$ cat src/rtl/narnet_pkg.sv
// -----------------------------------------------------------------------------
// narnet_pkg
// Shared definitions for the NARNET stream controller slice.
//   N_DEF / Q_DEF     default sample width and fractional bits (signed fixed point)
//   TIMEOUT_DEF       default number of WAIT cycles before a core result is
//                     declared lost
//   state_t / ST_*    controller state encoding
//   cnt_width()       bit width needed to hold a counter value 0..max_val
// -----------------------------------------------------------------------------
package narnet_pkg;

    localparam int N_DEF       = 10;
    localparam int Q_DEF       = 9;
    localparam int TIMEOUT_DEF = 1023;

    typedef logic [2:0] state_t;

    localparam state_t ST_IDLE  = 3'd0;
    localparam state_t ST_ISSUE = 3'd1;
    localparam state_t ST_WAIT  = 3'd2;
    localparam state_t ST_EMIT  = 3'd3;
    localparam state_t ST_ERR   = 3'd4;

    function automatic int cnt_width(input int max_val);
        return (max_val < 2) ? 1 : $clog2(max_val + 1);
    endfunction

endpackage

$ cat src/rtl/narnet_watchdog.sv
// -----------------------------------------------------------------------------
// narnet_watchdog
// Result timeout counter. A clear reloads it with TIMEOUT-1; every enabled
// cycle counts it down. expired is high in the enabled cycle that is the
// TIMEOUT-th one since the clear, so the waiting state lasts at most TIMEOUT
// cycles.
// Ports:
//   clk, rst   clock, synchronous active-high reset
//   clear      reload the counter (controller is issuing to the core)
//   enable     count this cycle (controller is waiting for the core)
//   expired    terminal count reached while enabled
// -----------------------------------------------------------------------------
module narnet_watchdog
    import narnet_pkg::*;
#(
    parameter int TIMEOUT = TIMEOUT_DEF
) (
    input  logic clk,
    input  logic rst,
    input  logic clear,
    input  logic enable,
    output logic expired
);

    localparam int W = cnt_width(TIMEOUT);

    logic [W-1:0] count;

    always_ff @(posedge clk) begin
        if (rst) begin
            count <= '0;
        end else if (clear) begin
            count <= W'(TIMEOUT - 1);
        end else if (enable && (count != '0)) begin
            count <= count - W'(1);
        end
    end

    assign expired = enable && (count == '0);

endmodule

$ cat src/rtl/narnet_stream_ctrl.sv
// -----------------------------------------------------------------------------
// narnet_stream_ctrl
// Sequences one sample at a time through an external predictor core:
// accepts an upstream sample, strobes it into the core, waits (bounded) for
// the core result and presents it downstream as a prediction. A lost result
// puts the core through a two-cycle reset and raises a sticky err flag.
//
// Optional feature (macro NARNET_CLOSED_LOOP_EN): the horizon input is
// latched with each accepted sample and every emitted prediction is fed back
// as the next core input until horizon extra predictions have been produced.
// Without the macro the horizon port does not exist.
//
// Ports:
//   clk, rst                 clock, synchronous active-high reset
//   s_valid/s_ready/s_data   upstream sample handshake (signed, N bits)
//   m_valid/m_ready/m_data   downstream prediction handshake (signed, N bits)
//   core_x, core_x_ready     sample and one-cycle start strobe to the core
//   core_enable, core_rst    core enable (low only in ERR), core reset
//   core_y, core_out_ready   core result and its one-cycle strobe
//   horizon                  closed-loop extra step count (macro only)
//   err                      sticky timeout flag, cleared only by rst
//
// state | meaning
// ------+--------------------------------------------------------------
// IDLE  | ready for an upstream sample
// ISSUE | core_x_ready pulse, watchdog reload
// WAIT  | waiting for core_out_ready, watchdog counting
// EMIT  | prediction held on m_data until m_ready
// ERR   | core held in reset for two cycles after a timeout
// -----------------------------------------------------------------------------
module narnet_stream_ctrl
    import narnet_pkg::*;
#(
    parameter int N       = N_DEF,
    parameter int Q       = Q_DEF,
    parameter int TIMEOUT = TIMEOUT_DEF
) (
    input  logic         clk,
    input  logic         rst,
    input  logic         s_valid,
    output logic         s_ready,
    input  logic [N-1:0] s_data,
    output logic         m_valid,
    input  logic         m_ready,
    output logic [N-1:0] m_data,
    output logic [N-1:0] core_x,
    output logic         core_x_ready,
    output logic         core_enable,
    output logic         core_rst,
    input  logic [N-1:0] core_y,
    input  logic         core_out_ready,
`ifdef NARNET_CLOSED_LOOP_EN
    input  logic [7:0]   horizon,
`endif
    output logic         err
);

    // Q only tags the fixed-point format; reject a format that cannot exist.
    if ((Q < 0) || (Q >= N)) begin : g_bad_q_format
        $error("narnet_stream_ctrl: Q must lie in 0..N-1");
    end

    state_t state;
    logic   rst_d;
    logic   err_hold;
    logic   wd_expired;

`ifdef NARNET_CLOSED_LOOP_EN
    logic [7:0] steps_left;
`endif

    narnet_watchdog #(
        .TIMEOUT (TIMEOUT)
    ) u_watchdog (
        .clk     (clk),
        .rst     (rst),
        .clear   (state == ST_ISSUE),
        .enable  (state == ST_WAIT),
        .expired (wd_expired)
    );

    always_ff @(posedge clk) begin
        if (rst) begin
            state    <= ST_IDLE;
            core_x   <= '0;
            m_data   <= '0;
            err      <= 1'b0;
            err_hold <= 1'b0;
            rst_d    <= 1'b1;
`ifdef NARNET_CLOSED_LOOP_EN
            steps_left <= '0;
`endif
        end else begin
            rst_d <= 1'b0;
            case (state)
                ST_IDLE: begin
                    if (s_valid) begin
                        core_x <= s_data;
`ifdef NARNET_CLOSED_LOOP_EN
                        steps_left <= horizon;
`endif
                        state  <= ST_ISSUE;
                    end
                end
                ST_ISSUE: state <= ST_WAIT;
                ST_WAIT: begin
                    // A result arriving on the last allowed cycle still wins.
                    if (core_out_ready) begin
                        m_data <= core_y;
                        state  <= ST_EMIT;
                    end else if (wd_expired) begin
                        err      <= 1'b1;
                        err_hold <= 1'b1;
                        state    <= ST_ERR;
                    end
                end
                ST_EMIT: begin
                    if (m_ready) begin
`ifdef NARNET_CLOSED_LOOP_EN
                        if (steps_left != '0) begin
                            steps_left <= steps_left - 8'd1;
                            core_x     <= m_data;
                            state      <= ST_ISSUE;
                        end else begin
                            state <= ST_IDLE;
                        end
`else
                        state <= ST_IDLE;
`endif
                    end
                end
                ST_ERR: begin
                    if (err_hold) begin
                        err_hold <= 1'b0;
                    end else begin
                        state <= ST_IDLE;
                    end
                end
                default: state <= ST_IDLE;
            endcase
        end
    end

    assign s_ready      = (state == ST_IDLE);
    assign core_x_ready = (state == ST_ISSUE);
    assign m_valid      = (state == ST_EMIT);
    assign core_enable  = (state != ST_ERR);
    // rst_d stretches the core reset one cycle past the controller reset.
    assign core_rst     = rst | rst_d | (state == ST_ERR);

endmodule

$ cat config.mk
export PLATFORM = sky130hd
export DESIGN_NAME = narnet_stream_ctrl
export DESIGN_NICKNAME = d
export VERILOG_FILES = /design/src/rtl/narnet_pkg.sv /design/src/rtl/narnet_watchdog.sv /design/src/rtl/narnet_stream_ctrl.sv
export SDC_FILE = /design/constraint.sdc
export NUM_CORES = 1
export LEC_CHECK = 0
export ABC_CLOCK_PERIOD_IN_PS = 2610
export BUFFER_PORTS_ARGS = -buffer_cell sky130_fd_sc_hd__buf_2
export CAP_MARGIN = 10
export CORE_UTILIZATION = 25
export DETAILED_ROUTE_END_ITERATION = 10
export GPL_ROUTABILITY_DRIVEN = 1
export SLEW_MARGIN = 25
export SYNTH_ARGS = -nofsm -noshare
export SYNTH_HDL_FRONTEND = slang
export SYNTH_SLANG_ARGS = --single-unit
$ cat constraint.sdc
create_clock -name clk -period 2.61 [get_ports clk]
set_input_delay 0.522 -clock clk [delete_from_list [all_inputs] [get_ports clk]]
set_output_delay 0.522 -clock clk [all_outputs]
set_load 0.005 [all_outputs]
# Word level (Yosys, flattened, before mapping)
# Index checks and enable logic that the tools add are counted.
[word_totals]
register_bits = 36
in_bits = 25
output_inout_bits = 26
elab_cells = 48
[op_classes]
addsub = 1
n_eq_ne = 11
n_mux = 12
bitwise = 3
reduce_logical = 13
[ops]
columns = ["operator", "count"]
rows = [
  ["$mux W10", 2],
  ["$mux W3", 5],
  ["$pmux W3 S5", 1],
  ["$logic_not A10 Y1", 1],
  ["$reduce_bool A10 Y1", 1],
  ["$sub A10 B1 Y10 const B", 1],
  ["$ne A2 B2 Y1 const B", 4],
  ["$eq A3 B2 Y1 const B", 2],
  ["$ne A3 B3 Y1 const B", 2],
  ["$reduce_and A3 Y1", 2],
  ["$reduce_and A2 Y1", 2],
  ["$reduce_and A4 Y1", 1],
  ["$reduce_bool A2 Y1", 2],
  ["$eq A3 B1 Y1 const B", 1],
  ["$eq A3 B3 Y1 const B", 1],
  ["$logic_not A3 Y1", 1],
  ["$mux W1", 3],
  ["$logic_and A1 B1 Y1", 2],
  ["$ne A2 B1 Y1 const B", 1],
  ["$or A1 B1 Y1", 2],
  ["$pmux W1 S2", 1],
  ["$reduce_or A2 Y1", 1],
  ["$not A1 Y1", 1],
]

# Longest topological paths before layout
[depth]
ltp_word = 5
depth_mapped = 7
depth_no_buf = 6

# Hierarchy
# Synthesis repeated with hierarchy kept, for this count alone.
[unflattened]
hier_cells = 182
hier_area_um2 = 1595.3
[modules_own_cells]
columns = ["module", "n_inst", "cells_each", "area_per_inst_um2", "seq_area_each_um2"]
rows = [
  ["narnet_stream_ctrl", 1, 123, 1052.3, 520.5],
  ["narnet_watchdog", 1, 59, 543.0, 200.2],
]

# Worst setup path before layout
# No wires, ideal clock.
[synth_timing]
kind = "register -> register"
from = "reg u_watchdog.count[0]"
to = "reg u_watchdog.count[0]"
t_arrival_ps = 1975
required_time_ps = 2489
setup_slack_ps = 515
path_stages_with_launch = 8
n_path_buf = 1
period_less_slack_ps = 2095
path_cell_list = "dfxtp_1 > inv_1 > ha_1 > or3b_2 > clkbuf_1 > or4_4 > nand2_1 > mux2_2"
[synth_between]
elab_chain_cells = 2
elab_cells_between_ends = 3
cone_classes = "add/sub (1); reduce/logical (2)"
[synth_rtl]
columns = ["element", "line", "source"]
rows = [
  ["from (decl)", "narnet_watchdog.sv:27", "logic [W-1:0] count;"],
  ["from (signal assigned)", "narnet_watchdog.sv:33", "count <= W'(TIMEOUT - 1);"],
  ["from (signal assigned)", "narnet_watchdog.sv:35", "count <= count - W'(1);"],
  ["parallel branches: the longest is 2 deep, another holds $sub A10 B1 Y10", "-", ""],
]
# Parallel ways; which one is timed is not known.
# A chain may end at the register's enable or synchronous reset.

# Worst setup path after layout
[layout_timing]
from = "reg state[0]"
to = "out core_x_ready"
[layout_between]
elab_chain_cells = 1
[layout_rtl]
columns = ["element", "line", "source"]
rows = [
  ["from (decl)", "narnet_stream_ctrl.sv:63", "state_t state;"],
  ["from (signal assigned)", "narnet_stream_ctrl.sv:84", "state <= ST_IDLE;"],
  ["from (signal assigned)", "narnet_stream_ctrl.sv:102", "state <= ST_ISSUE;"],
  ["from (signal assigned)", "narnet_stream_ctrl.sv:105", "ST_ISSUE: state <= ST_WAIT;"],
  ["$eq A3 B1 Y1", "narnet_stream_ctrl.sv:145", "assign core_x_ready = (state == ST_ISSUE);"],
  ["to (decl)", "narnet_stream_ctrl.sv:47", "output logic core_x_ready,"],
]
# No other way between the ends.

==> impl_metrics.toml <==
[run_status]
run_status = "finished, final reports clean"

[floorplan]
start_util = 0.258
die_y_microns = 80.2
rows = 28
ios = 51
coreArea_sq_um = 5920
width_of_the_die_microns = 80.2
design.die.area_sq_um = 6430

[routing]
drt_first_pass_iters = 6
via_per_inst = 4.61
drc_errors = 0
detailedRoute.firstIterationViolations = 97
wl_mm = 3.61
via_count = 1433
routedWlPerCell_microns = 11.6
remaining_antenna_violation_count = 0

[critical_path]
required_ps = 2090
setup.reg_to_reg.worst_slack_ps = 470
critical_path.max_stage_delay_ps = 610
class_of_the_most_critical_setup_path = "reg2out"
critical_path.endpoint_type = "output pin"
crit-reg2reg-capture = "u_watchdog.count[0]"
critical_path.max_fanout = 10
critical_path_buf_inv_count = 2
ff2ff_path_depth = 6
worstPathArrival_ps = 1730
worstReg2RegStart = "u_watchdog.count[0]"
worst_path_dominant_cell_family = "simple AND/OR/NAND/NOR gates"
worst_setup_path_start_kind = "flop"
critical_path_cell_list = "or3b_2 > inv_1 > buf_2"
critPathSlowestCell = "sky130_fd_sc_hd__or3b_2"

[power]
internal-power_w = 0.00113
p_sw_frac = 0.310
cellLeakagePower_nw = 0.814
p_seq_frac = 0.421
p_sw_w = 0.000509
totalPowerFinal_w = 0.00164
clockPowerShare = 0.327
powerDensity_nw_per_um2 = 836
comb_power_share = 0.252
peakVddDrop_v = 0.000360

[timing]
fin_worst_skew_ps = 5.29
final-setup-viol-count = 0
timing.slew.headroom = 0.606
rsz0062_at_grt = "false"
worst_pin_slew_ps = 590
setup-tns-final_ps = 0
min_period_over_period = 0.863
finalHoldViolations = 0
maximum_clock_rate_mhz = 444
final_max_slew_viol_count = 0
final.min_clock_period_ps = 2250

[synth]
synth.area.mux_share = 0.00737
synthesis.area_per_instance_sq_um = 8.08
main_combinational_cell_family_by_area_after_synthesis = "simple AND/OR/NAND/NOR gates"
ys_async_sr_fraction = 0
synth.net_count = 216
synth_seq_cells = 36
synth_enable_flop_cells = 0
netlist_instances = 189
synth-adder-area-share = 0.0164
sequential_cell_area_fraction_in_the_yosys_report = 0.472
synthXorXnorAreaFrac = 0.0172
synth_cell_types = 36
post_synth_instance_area_sq_um = 1530
synthFlopType = "sky130_fd_sc_hd__dfxtp_1"
synth.yosys.warnings = 0
synth-simple-area-share = 0.260
compound_gate_portion_of_the_synthesized_area = 0.184

[grt]
global_route_wire_length_before_repair_mm = 5.82
grt_start_max_net_pins = 38
grt_pass1_vias = 1310
grt_antenna_before_repair = 0
grt.total_usage = 0.115
globalRoute.totalOverflow = 0

[clocking]
clkSlewWorstSetupHoldPaths_ps = 70
tritoncts = "built"
cts.sinks = 36
clock_latency_ps = 280
post_cts_resized = 0
postCtsSetupRepairBufs = 0
root_driver = "sky130_fd_sc_hd__clkbuf_8"
cts_hold_repair.buffers = 0
cts_inserted_buffers = 5
ctsHtreeMaxLevel = 2
clock_tree.buffer_depth = 2

[worst_hold_path]
hold_depth = 2
holdCritPathClass = "reg2reg"
timing.hold.worst.start = "core_x[2]"
worst_hold_path.endpoint = "core_x[2]"

[layout]
design.final.nets = 262
syn_to_final_growth_pct = 28.5
n_antenna_cell = 0
num-fill-cells = 628
final_layout_size_suffix_gt1_frac = 0.275

[placed_design]
gp_routability_congestion = 0.833
post-dp-hpwl_mm = 2.48
quantity_of_i_o_buffers_inserted_on_ports = 50

[job]
max_cap_viols = 0
sequential cells by signal, summed over array words and instances (netlist names):
name,cells
err,1
state,3
err_hold,1
rst_d,1
m_data,10
u_watchdog.count,10
core_x,10
logic make-up (layout without fill, tap and decap cells):
logic type | count (synthesis) | after routing
AO/OA/AOI/OAI | 49 | 49
adder cells (fa/ha/maj) | 2 | 2
multiplexers | 1 | 1
XOR/XNOR | 3 | 3
flip-flops | 36 | 36
AND/OR/NAND/NOR | 81 | 81
buffers and inverters | 17 | 64
cell type report:
type,instances,area (sq um),area share
clock buffers,7,96.3,0.0491
clock inverters,1,30.0,0.0153
inverters,4,15.0,0.00765
multi-input cells,136,742,0.378
flip-flops and latches,36,721,0.367
well taps,75,93.8,0.0478
repair buffers,52,265,0.135
cell usage in the layout (no fill, tap or decap), types with 3 or more instances in the layout:
master	count
sky130_fd_sc_hd__buf_2	50
sky130_fd_sc_hd__nand2_1	47
sky130_fd_sc_hd__dfxtp_1	36
sky130_fd_sc_hd__a21oi_1	33
sky130_fd_sc_hd__clkbuf_8	7
sky130_fd_sc_hd__nor2_1	5
sky130_fd_sc_hd__a31oi_1	5
sky130_fd_sc_hd__inv_1	4
sky130_fd_sc_hd__nor3_1	4
sky130_fd_sc_hd__nor4_1	4
sky130_fd_sc_hd__nand3_1	4
sky130_fd_sc_hd__xor2_1	3
power groups by stage:
stage          sequential [W]  clock, W  combinational [W]
2_1_floorplan        0.000682         0           0.000315
3_3_place_gp         0.000700         0           0.000412
3_5_place_dp         0.000703         0           0.000413
4_1_cts              0.000690  0.000557           0.000415
5_1_grt              0.000705  0.000581           0.000468
6_report             0.000692  0.000536           0.000414
metrics by stage:
stage,utilization,std cells,setup WS [ps],cell area [sq um],hold WS [ps]
6_report,0.332,311,356,1960,453
4_1_cts,0.332,311,335,1960,455
2_1_floorplan,-,189,515,1530,453
3_5_place_dp,0.310,303,477,1840,445
5_1_grt,0.332,311,237,1960,452
3_3_place_gp,0.310,303,514,1840,439
how the worst max path moves through the flow:
stage / slack, ps / endpoint / start / cells after the start
after global placement: 510 / u_watchdog.count[0] / u_watchdog.count[4] / 4
after global routing: 240 / core_x_ready / state[0] / 3
final: 360 / core_x_ready / state[0] / 3
after detailed placement: 480 / u_watchdog.count[0] / u_watchdog.count[0] / 6
after floorplan: 510 / u_watchdog.count[0] / u_watchdog.count[0] / 7
after CTS: 340 / core_x_ready / state[0] / 3
tightest hold or removal path, stage by stage (launching register included):
cell and delay (ps):
sky130_fd_sc_hd__dfxtp_1 310, sky130_fd_sc_hd__nand2_1 50, sky130_fd_sc_hd__a21oi_1 50
cell usage after synthesis (2+ instances only):
| library cell | instances | area [sq um] |
|---|---|---|
| sky130_fd_sc_hd__nand2_1 | 47 | 176 |
| sky130_fd_sc_hd__dfxtp_1 | 36 | 721 |
| sky130_fd_sc_hd__a21oi_1 | 33 | 165 |
| sky130_fd_sc_hd__clkbuf_1 | 12 | 45.0 |
| sky130_fd_sc_hd__a31oi_1 | 5 | 31.3 |
| sky130_fd_sc_hd__nor2_1 | 5 | 18.8 |
| sky130_fd_sc_hd__inv_1 | 4 | 15.0 |
| sky130_fd_sc_hd__nand3_1 | 4 | 20.0 |
| sky130_fd_sc_hd__nor3_1 | 4 | 20.0 |
| sky130_fd_sc_hd__nor4_1 | 4 | 25.0 |
| sky130_fd_sc_hd__xor2_1 | 3 | 26.3 |
| sky130_fd_sc_hd__and2_1 | 2 | 12.5 |
| sky130_fd_sc_hd__ha_1 | 2 | 25.0 |
| sky130_fd_sc_hd__nand2b_1 | 2 | 12.5 |
| sky130_fd_sc_hd__o21ai_0 | 2 | 10.0 |
| sky130_fd_sc_hd__o31ai_1 | 2 | 15.0 |
| sky130_fd_sc_hd__or3b_2 | 2 | 17.5 |
| sky130_fd_sc_hd__or4_1 | 2 | 15.0 |
layer usage:
layer	up-vias	GRT usage	wire length, microns
met5	-	0	0
met4	0	0.0411	31
met3	5	0.0307	166
met2	32	0.179	1640
met1	645	0.153	1770
li1	751	-	-
No activity file was read; power rests on OpenSTA's default activity.
